--- src/rtl/hdb3_pkg.sv ---
// Shared constants, symbol classification and helper for the HDB3/AMI decoder.
package hdb3_pkg;

   // Line symbol encoding from the slicer
   localparam logic [1:0] SYM_ZERO = 2'b00;
   localparam logic [1:0] SYM_POS  = 2'b01;
   localparam logic [1:0] SYM_NEG  = 2'b10;
   localparam logic [1:0] SYM_ILL  = 2'b11;

   // Line code selection
   localparam logic MODE_AMI  = 1'b0;
   localparam logic MODE_HDB3 = 1'b1;

   // Saturation points for the zero-run tracker and the pipeline fill counter
   localparam logic [2:0] ZRUN_MAX = 3'd4;
   localparam logic [2:0] FILL_MAX = 3'd4;

   // What a symbol means given the lane's pulse history
   typedef enum logic [1:0] {
      SK_ZERO = 2'b00,
      SK_MARK = 2'b01,
      SK_VIOL = 2'b10,
      SK_ILL  = 2'b11
   } sym_kind_e;

   // A pulse repeating the previous pulse polarity is a bipolar violation;
   // polarity is carried as 1 for negative (bit 1 of the symbol).
   function automatic sym_kind_e classify(input logic [1:0] sym,
                                          input logic       seen_pulse,
                                          input logic       last_pol);
      sym_kind_e kind;
      case (sym)
         SYM_ZERO: kind = SK_ZERO;
         SYM_POS,
         SYM_NEG:  kind = (seen_pulse && (sym[1] == last_pol)) ? SK_VIOL : SK_MARK;
         default:  kind = SK_ILL;
      endcase
      return kind;
   endfunction

endpackage

--- src/rtl/hdb3_dec_lane.sv ---
// One decoder lane: symbol classification, 4-deep substitution window and
// saturating code-violation counter.
module hdb3_dec_lane
   import hdb3_pkg::*;
#(
   parameter int CNT_W = 16
) (
   input  logic             clk,
   input  logic             rst,
   input  logic             mode,
   input  logic             restart,
   input  logic             data_valid,
   input  logic [1:0]       sym,
   input  logic             cnt_clr,
   output logic             dout,
   output logic             err,
   output logic [CNT_W-1:0] err_cnt
);

   localparam logic [CNT_W-1:0] CNT_ONE = {{(CNT_W-1){1'b0}}, 1'b1};
   localparam logic [CNT_W-1:0] CNT_SAT = {CNT_W{1'b1}};

   logic [3:0] sr_r;
   logic [2:0] zero_run_r;
   logic       seen_pulse_r;
   logic       seen_v_r;
   logic       last_pol_r;
   logic       last_v_pol_r;

   sym_kind_e  kind_s;
   logic       pol_s;
   logic       newbit_s;
   logic [2:0] sr_low_s;
   logic       err_s;
   logic [2:0] zero_run_nxt_s;
   logic       seen_pulse_nxt_s;
   logic       seen_v_nxt_s;
   logic       last_pol_nxt_s;
   logic       last_v_pol_nxt_s;
   logic       count_s;

   // Decode the current symbol into the new bit, window edit, error and next history
   always_comb begin
      kind_s           = classify(sym, seen_pulse_r, last_pol_r);
      pol_s            = sym[1];
      newbit_s         = 1'b0;
      sr_low_s         = sr_r[2:0];
      err_s            = 1'b0;
      zero_run_nxt_s   = zero_run_r;
      seen_pulse_nxt_s = seen_pulse_r;
      seen_v_nxt_s     = seen_v_r;
      last_pol_nxt_s   = last_pol_r;
      last_v_pol_nxt_s = last_v_pol_r;
      case (kind_s)
         SK_ZERO: begin
            if (zero_run_r < ZRUN_MAX) begin
               zero_run_nxt_s = zero_run_r + 3'd1;
               err_s = (mode == MODE_HDB3) && (zero_run_r == (ZRUN_MAX - 3'd1));
            end else begin
               zero_run_nxt_s = zero_run_r;
            end
         end
         SK_MARK: begin
            newbit_s         = 1'b1;
            last_pol_nxt_s   = pol_s;
            seen_pulse_nxt_s = 1'b1;
            zero_run_nxt_s   = 3'd0;
         end
         SK_VIOL: begin
            if (mode == MODE_HDB3) begin
               // V pulse: drop it and any B placed three slots earlier
               newbit_s         = 1'b0;
               sr_low_s         = 3'b000;
               err_s            = seen_v_r && (pol_s == last_v_pol_r);
               last_v_pol_nxt_s = pol_s;
               seen_v_nxt_s     = 1'b1;
            end else begin
               newbit_s = 1'b1;
               err_s    = 1'b1;
            end
            last_pol_nxt_s   = pol_s;
            seen_pulse_nxt_s = 1'b1;
            zero_run_nxt_s   = 3'd0;
         end
         default: begin
            newbit_s = 1'b0;
            err_s    = 1'b1;
         end
      endcase
      count_s = data_valid && !restart && err_s;
   end

   // Lane history, delay window and registered bit/error outputs
   always_ff @(posedge clk or negedge rst) begin
      if (!rst) begin
         sr_r         <= 4'b0000;
         zero_run_r   <= 3'd0;
         seen_pulse_r <= 1'b0;
         seen_v_r     <= 1'b0;
         last_pol_r   <= 1'b0;
         last_v_pol_r <= 1'b0;
         dout         <= 1'b0;
         err          <= 1'b0;
      end else if (restart) begin
         sr_r         <= 4'b0000;
         zero_run_r   <= 3'd0;
         seen_pulse_r <= 1'b0;
         seen_v_r     <= 1'b0;
         last_pol_r   <= 1'b0;
         last_v_pol_r <= 1'b0;
         err          <= 1'b0;
      end else if (data_valid) begin
         dout         <= sr_r[3];
         sr_r         <= {sr_low_s, newbit_s};
         zero_run_r   <= zero_run_nxt_s;
         seen_pulse_r <= seen_pulse_nxt_s;
         seen_v_r     <= seen_v_nxt_s;
         last_pol_r   <= last_pol_nxt_s;
         last_v_pol_r <= last_v_pol_nxt_s;
         err          <= err_s;
      end else begin
         err          <= 1'b0;
      end
   end

   // Saturating error counter; a clear coinciding with an error leaves a count of one
   always_ff @(posedge clk or negedge rst) begin
      if (!rst) begin
         err_cnt <= {CNT_W{1'b0}};
      end else if (cnt_clr) begin
         err_cnt <= count_s ? CNT_ONE : {CNT_W{1'b0}};
      end else if (count_s && (err_cnt != CNT_SAT)) begin
         err_cnt <= err_cnt + CNT_ONE;
      end else begin
         err_cnt <= err_cnt;
      end
   end

endmodule

--- src/rtl/hdb3_dec_multi.sv ---
// Multi-lane HDB3/AMI decoder: registers the mode, tracks the shared pipeline
// fill and instantiates one decoder lane per channel.
module hdb3_dec_multi
   import hdb3_pkg::*;
#(
   parameter int CH    = 4,
   parameter int CNT_W = 16
) (
   input  logic                clk,
   input  logic                rst,
   input  logic                mode,
   input  logic                data_valid,
   input  logic [2*CH-1:0]     HDB3_in,
   output logic [CH-1:0]       dout,
   output logic                dout_valid,
   output logic [CH-1:0]       err,
   output logic [CH*CNT_W-1:0] err_cnt,
   input  logic                cnt_clr
);

   logic       mode_r;
   logic [2:0] fill_r;
   logic       restart_s;

   // A mode change restarts every lane and discards the symbol of that clock
   always_comb begin
      restart_s = (mode != mode_r);
   end

   // Registered mode copy, shared fill counter and output qualifier
   always_ff @(posedge clk or negedge rst) begin
      if (!rst) begin
         mode_r     <= MODE_AMI;
         fill_r     <= 3'd0;
         dout_valid <= 1'b0;
      end else if (restart_s) begin
         mode_r     <= mode;
         fill_r     <= 3'd0;
         dout_valid <= 1'b0;
      end else if (data_valid) begin
         dout_valid <= (fill_r == FILL_MAX);
         fill_r     <= (fill_r == FILL_MAX) ? FILL_MAX : (fill_r + 3'd1);
      end else begin
         dout_valid <= 1'b0;
      end
   end

   for (genvar i = 0; i < CH; i++) begin : g_lane
      hdb3_dec_lane #(
         .CNT_W(CNT_W)
      ) u_lane (
         .clk       (clk),
         .rst       (rst),
         .mode      (mode_r),
         .restart   (restart_s),
         .data_valid(data_valid),
         .sym       (HDB3_in[2*i +: 2]),
         .cnt_clr   (cnt_clr),
         .dout      (dout[i]),
         .err       (err[i]),
         .err_cnt   (err_cnt[CNT_W*i +: CNT_W])
      );
   end

endmodule

--- config.mk ---
export PLATFORM = sky130hd
export DESIGN_NAME = hdb3_dec_multi
export DESIGN_NICKNAME = d
export VERILOG_FILES = /design/src/rtl/hdb3_pkg.sv /design/src/rtl/hdb3_dec_lane.sv /design/src/rtl/hdb3_dec_multi.sv
export SDC_FILE = /design/constraint.sdc
export NUM_CORES = 1
export LEC_CHECK = 0
export BUFFER_PORTS_ARGS = -buffer_cell sky130_fd_sc_hd__buf_4
export CAP_MARGIN = 15
export CORE_ASPECT_RATIO = 1.75
export CORE_MARGIN = 4
export CORE_UTILIZATION = 40
export DETAILED_ROUTE_END_ITERATION = 10
export GPL_TIMING_DRIVEN = 0
export PLACE_DENSITY_LB_ADDON = 0.12
export SYNTH_ARGS = -nofsm -noshare
export SYNTH_HDL_FRONTEND = slang
export SYNTH_SLANG_ARGS = --single-unit
--- constraint.sdc ---
create_clock -name clk -period 2.6 [get_ports clk]
set_input_delay 0.39 -clock clk [delete_from_list [all_inputs] [get_ports clk]]
set_output_delay 0.39 -clock clk [all_outputs]
set_load 0.03 [all_outputs]
==> results_dict.tcl <==
set metrics [dict create \
    slowest_delay_ns 0.39 \
    slew_viol_final 0 \
    placed_cell_area_um2 7830 \
    pwr-share-clk_pct 42.4 \
    ant_nets 0 \
    path_max_fanout 9 \
    clockBufferDepth 2 \
    synth_cells 750 \
    hold-worst-slack_ns 0.202 \
    final_cell_area_um2 8800 \
    syn_to_final_growth_pct 29.0 \
    clk-insertion-delay-late_ns 0.42 \
    crit_family "simple AND/OR/NAND/NOR gates" \
    cts_tree "built" \
    diodes 0 \
    path_common_cell "inv_2" \
    seqPwrFrac_pct 36.4 \
    ys_top_cells_by_count "121 x dfrtp_1, 84 x a21oi_1, 75 x nand2_1, 48 x nor2_1, 44 x nand3_1" \
    fin_crit_sh_pct 95.7 \
    port_buffers 85 \
    fillerInstances 1619 \
    synth_warnings 0 \
    synth.distinct_cells 65 \
    synth_edf_count 0 \
    ys_seq_area_share_pct 44.4 \
    ys_seq_elements 121 \
    numClockSinks 121 \
    root_buffer "clkbuf_16" \
    internal-power_mw 4.12 \
    remaining_drc_errors 0 \
    p_sw_share_pct 30.8 \
    seq_area_um2 3030 \
    drt_iter0_markers 237 \
    grt_start_max_net_pins 84 \
    dp.cells 1060 \
    synth_flop_cell "dfrtp_1" \
    synth.largest_area_cell "dfrtp_1" \
    hold_path.class "primary input to flop" \
    cts_buffers 17 \
    power.leakage_nw 3.92 \
    crit_buf_inv 3 \
    fmax_ghz 0.402 \
    syn_nets 798 \
    crit_required_ns 2.90 \
    powerDensity_nw_per_um2 677 \
    cp_slowest_cell "dfrtp_1" \
    gr-total-overflow 0 \
    routed_via_density 5.54 \
    syn_area_per_cell_um2 9.10 \
    die_w_um 107 \
    outcome "complete, no violations" \
    setup_viol 0 \
    combPwrFrac_pct 21.2 \
    critical_path_class "flop to flop" \
    grt_pass1_wl_um 31300 \
    finalNonFillerCells 1109 \
    ir_drop_uv 380 \
    num_rows 62 \
    start_util_pct 41.1 \
    path_cells "xnor2_1 -> nand3_1 -> a21boi_4 -> inv_2 -> ha_4 -> and2_4 -> a2111oi_4 -> buf_4 -> nand2b_4 -> inv_2 -> and3_4 -> mux2_4" \
    maxCapViolCount 0 \
    synthTopCellsByArea "dfrtp_1 44%, ha_1 6.4%, a21oi_1 6.2%, nand2_1 4.1%, nand3_1 3.2%" \
    skew_ns 0.0111 \
    die_y_um 181 \
    yosysMostFrequentCell "dfrtp_1" \
    track_usage_pct 20.2 \
    dp_hpwl_um 14000 \
    end_kind "flop" \
    gp_congestion 0.855 \
    grt_pass1_vias 6382 \
    syn-cell-area_um2 6820 \
    p_sw_mw 1.84 \
    firstDrtPassIters 4 \
    crit_arrival_ns 2.78 \
    multi_input_area_um2 3670 \
    htree_levels 4 \
    fin_crit_ns 2.49 \
    layout-drive-gt1-share_pct 23.2 \
    clk_pin_slew_worst_paths_ns 0.06 \
    nets 920 \
    relSlewSlack_pct 57.0 \
    antenna_found_initial 0 \
    vias 6149 \
    cp-start-kind "flop" \
    synth.top_cell.area_share_pct 44.4 \
    coreArea_um2 16600 \
    ioPinCount 86 \
    wl_per_cell_um 17.4 \
    drt-total-wl_um 19300 \
    hold_violations 0 \
    dieArea_um2 19300 \
    async_reset_ff_share_pct 100 \
    worst_pin_slew_ns 0.645 \
]
## power by group through the flow
stage / Clock [mW] / Combinational (mW) / Sequential [mW]
6_report: 2.53 / 1.26 / 2.17
5_1_grt: 2.64 / 1.40 / 2.19
4_1_cts: 2.55 / 1.20 / 2.16
3_5_place_dp: 0 / 1.13 / 2.19
3_3_place_gp: 0 / 1.10 / 2.18
2_1_floorplan: 0 / 0.701 / 2.19
## metrics by stage
| stage | total power [mW] | TNS, ns | util (%) | setup WS [ns] |
|---|---|---|---|---|
| finish | 5.96 | 0 | 53.0 | 0.112 |
| global route | 6.23 | -0.0250 | 53.0 | -0.0109 |
| CTS | 5.91 | 0 | 51.7 | 0.00518 |
| detailed placement | 3.33 | -23.17 | 47.1 | -0.562 |
| global placement | 3.28 | -20.82 | 46.9 | -0.524 |
| floorplan | 2.89 | -0.0142 | - | -0.0142 |
## final cells by class
class                   instances  share of cell area, %
repair buffers                106                   9.51
flip-flops and latches        121                   34.4
multi-input cells             549                   41.7
well taps                     224                   3.18
clock buffers                  20                   5.08
inverters                      41                   1.75
clock inverters                12                   1.96
plain buffers                  36                   2.45
## worst paths after layout
path	start	endpoint	slack, ns	depth (start not counted)
max	g_lane[3].u_lane.last_pol_r	g_lane[3].u_lane.err_cnt[2]	0.11	12
min	mode	mode_r	0.20	3
max reg2reg	g_lane[3].u_lane.last_pol_r	g_lane[3].u_lane.err_cnt[2]	0.11	12
min reg2reg	g_lane[1].u_lane.sr_r[3]	g_lane[1].u_lane.dout	0.48	2
max in group asynchronous	rst	g_lane[3].u_lane.dout	1.40	3
min in group asynchronous	rst	g_lane[2].u_lane.err_cnt[12]	0.45	2
## cells in the final DEF (no fill, tap or decap), types with 4 or more instances in the layout
| master | instances |
|---|---|
| a21oi_1 | 81 |
| and3_1 | 6 |
| and4_1 | 9 |
| and4b_1 | 5 |
| buf_4 | 111 |
| buf_6 | 5 |
| bufinv_16 | 4 |
| clkbuf_1 | 20 |
| clkbuf_16 | 18 |
| clkinv_2 | 4 |
| dfrtp_1 | 120 |
| ha_1 | 27 |
| ha_4 | 5 |
| inv_1 | 34 |
| inv_2 | 7 |
| mux2_1 | 5 |
| mux2i_1 | 7 |
| nand2_1 | 74 |
| nand2b_1 | 4 |
| nand3_1 | 42 |
| nand3b_1 | 4 |
| nand4_1 | 14 |
| nor2_1 | 47 |
| nor2b_1 | 16 |
| nor3_1 | 18 |
| o21a_1 | 4 |
| o21ai_0 | 25 |
| o21ai_1 | 15 |
| o31ai_1 | 14 |
| or2_2 | 4 |
| or3_1 | 28 |
| or4_1 | 18 |
| xnor2_1 | 9 |
## worst reg2reg max path, stage by stage, from the launching register on
cell,delay [ns]
dfrtp_1,0.39
xnor2_1,0.13
nand3_1,0.10
a21boi_4,0.21
inv_2,0.06
ha_4,0.16
and2_4,0.16
a2111oi_4,0.27
buf_4,0.19
nand2b_4,0.19
inv_2,0.06
and3_4,0.17
mux2_4,0.29
## timing repair
action	CTS	global route
hold endpoints to repair	38	0
gates resized for setup	18	35
hold buffers	1	0
gates cloned	0	2
pin swaps	3	10
buffers inserted	8	9
endpoints found under the setup margin	42	52
## cells by family after synthesis
family	Yosys count	share of synthesized area (%)
AND/OR/NAND/NOR	321	25.5
AO/OA/AOI/OAI	168	14.6
flip-flops	121	44.4
buffers and inverters	80	5.43
adder cells (fa/ha/maj)	35	6.42
multiplexers	15	2.38
XOR/XNOR	10	1.28
## sequential cells by signal, summed over array words and instances (netlist names)
signal and count:
g_lane.u_lane.last_v_pol_r 4, g_lane.u_lane.dout 4, g_lane.u_lane.seen_pulse_r 4, g_lane.u_lane.seen_v_r 4, g_lane.u_lane.err_cnt 64, g_lane.u_lane.last_pol_r 4, g_lane.u_lane.zero_run_r 12, g_lane.u_lane.sr_r 16
dout_valid 1, fill_r 3, g_lane.u_lane.err 4, mode_r 1
## routing by layer
layer	wire, um	share of wire (%)	track usage, %	vias up
li1	-	-	-	2927
met1	7280	38	21.4	3063
met3	714	3.7	3.46	26
met2	10900	57	38.9	133
met4	363	1.9	7.07	0
met5	0	0	0	-
No activity file was read; power rests on OpenSTA's default activity.
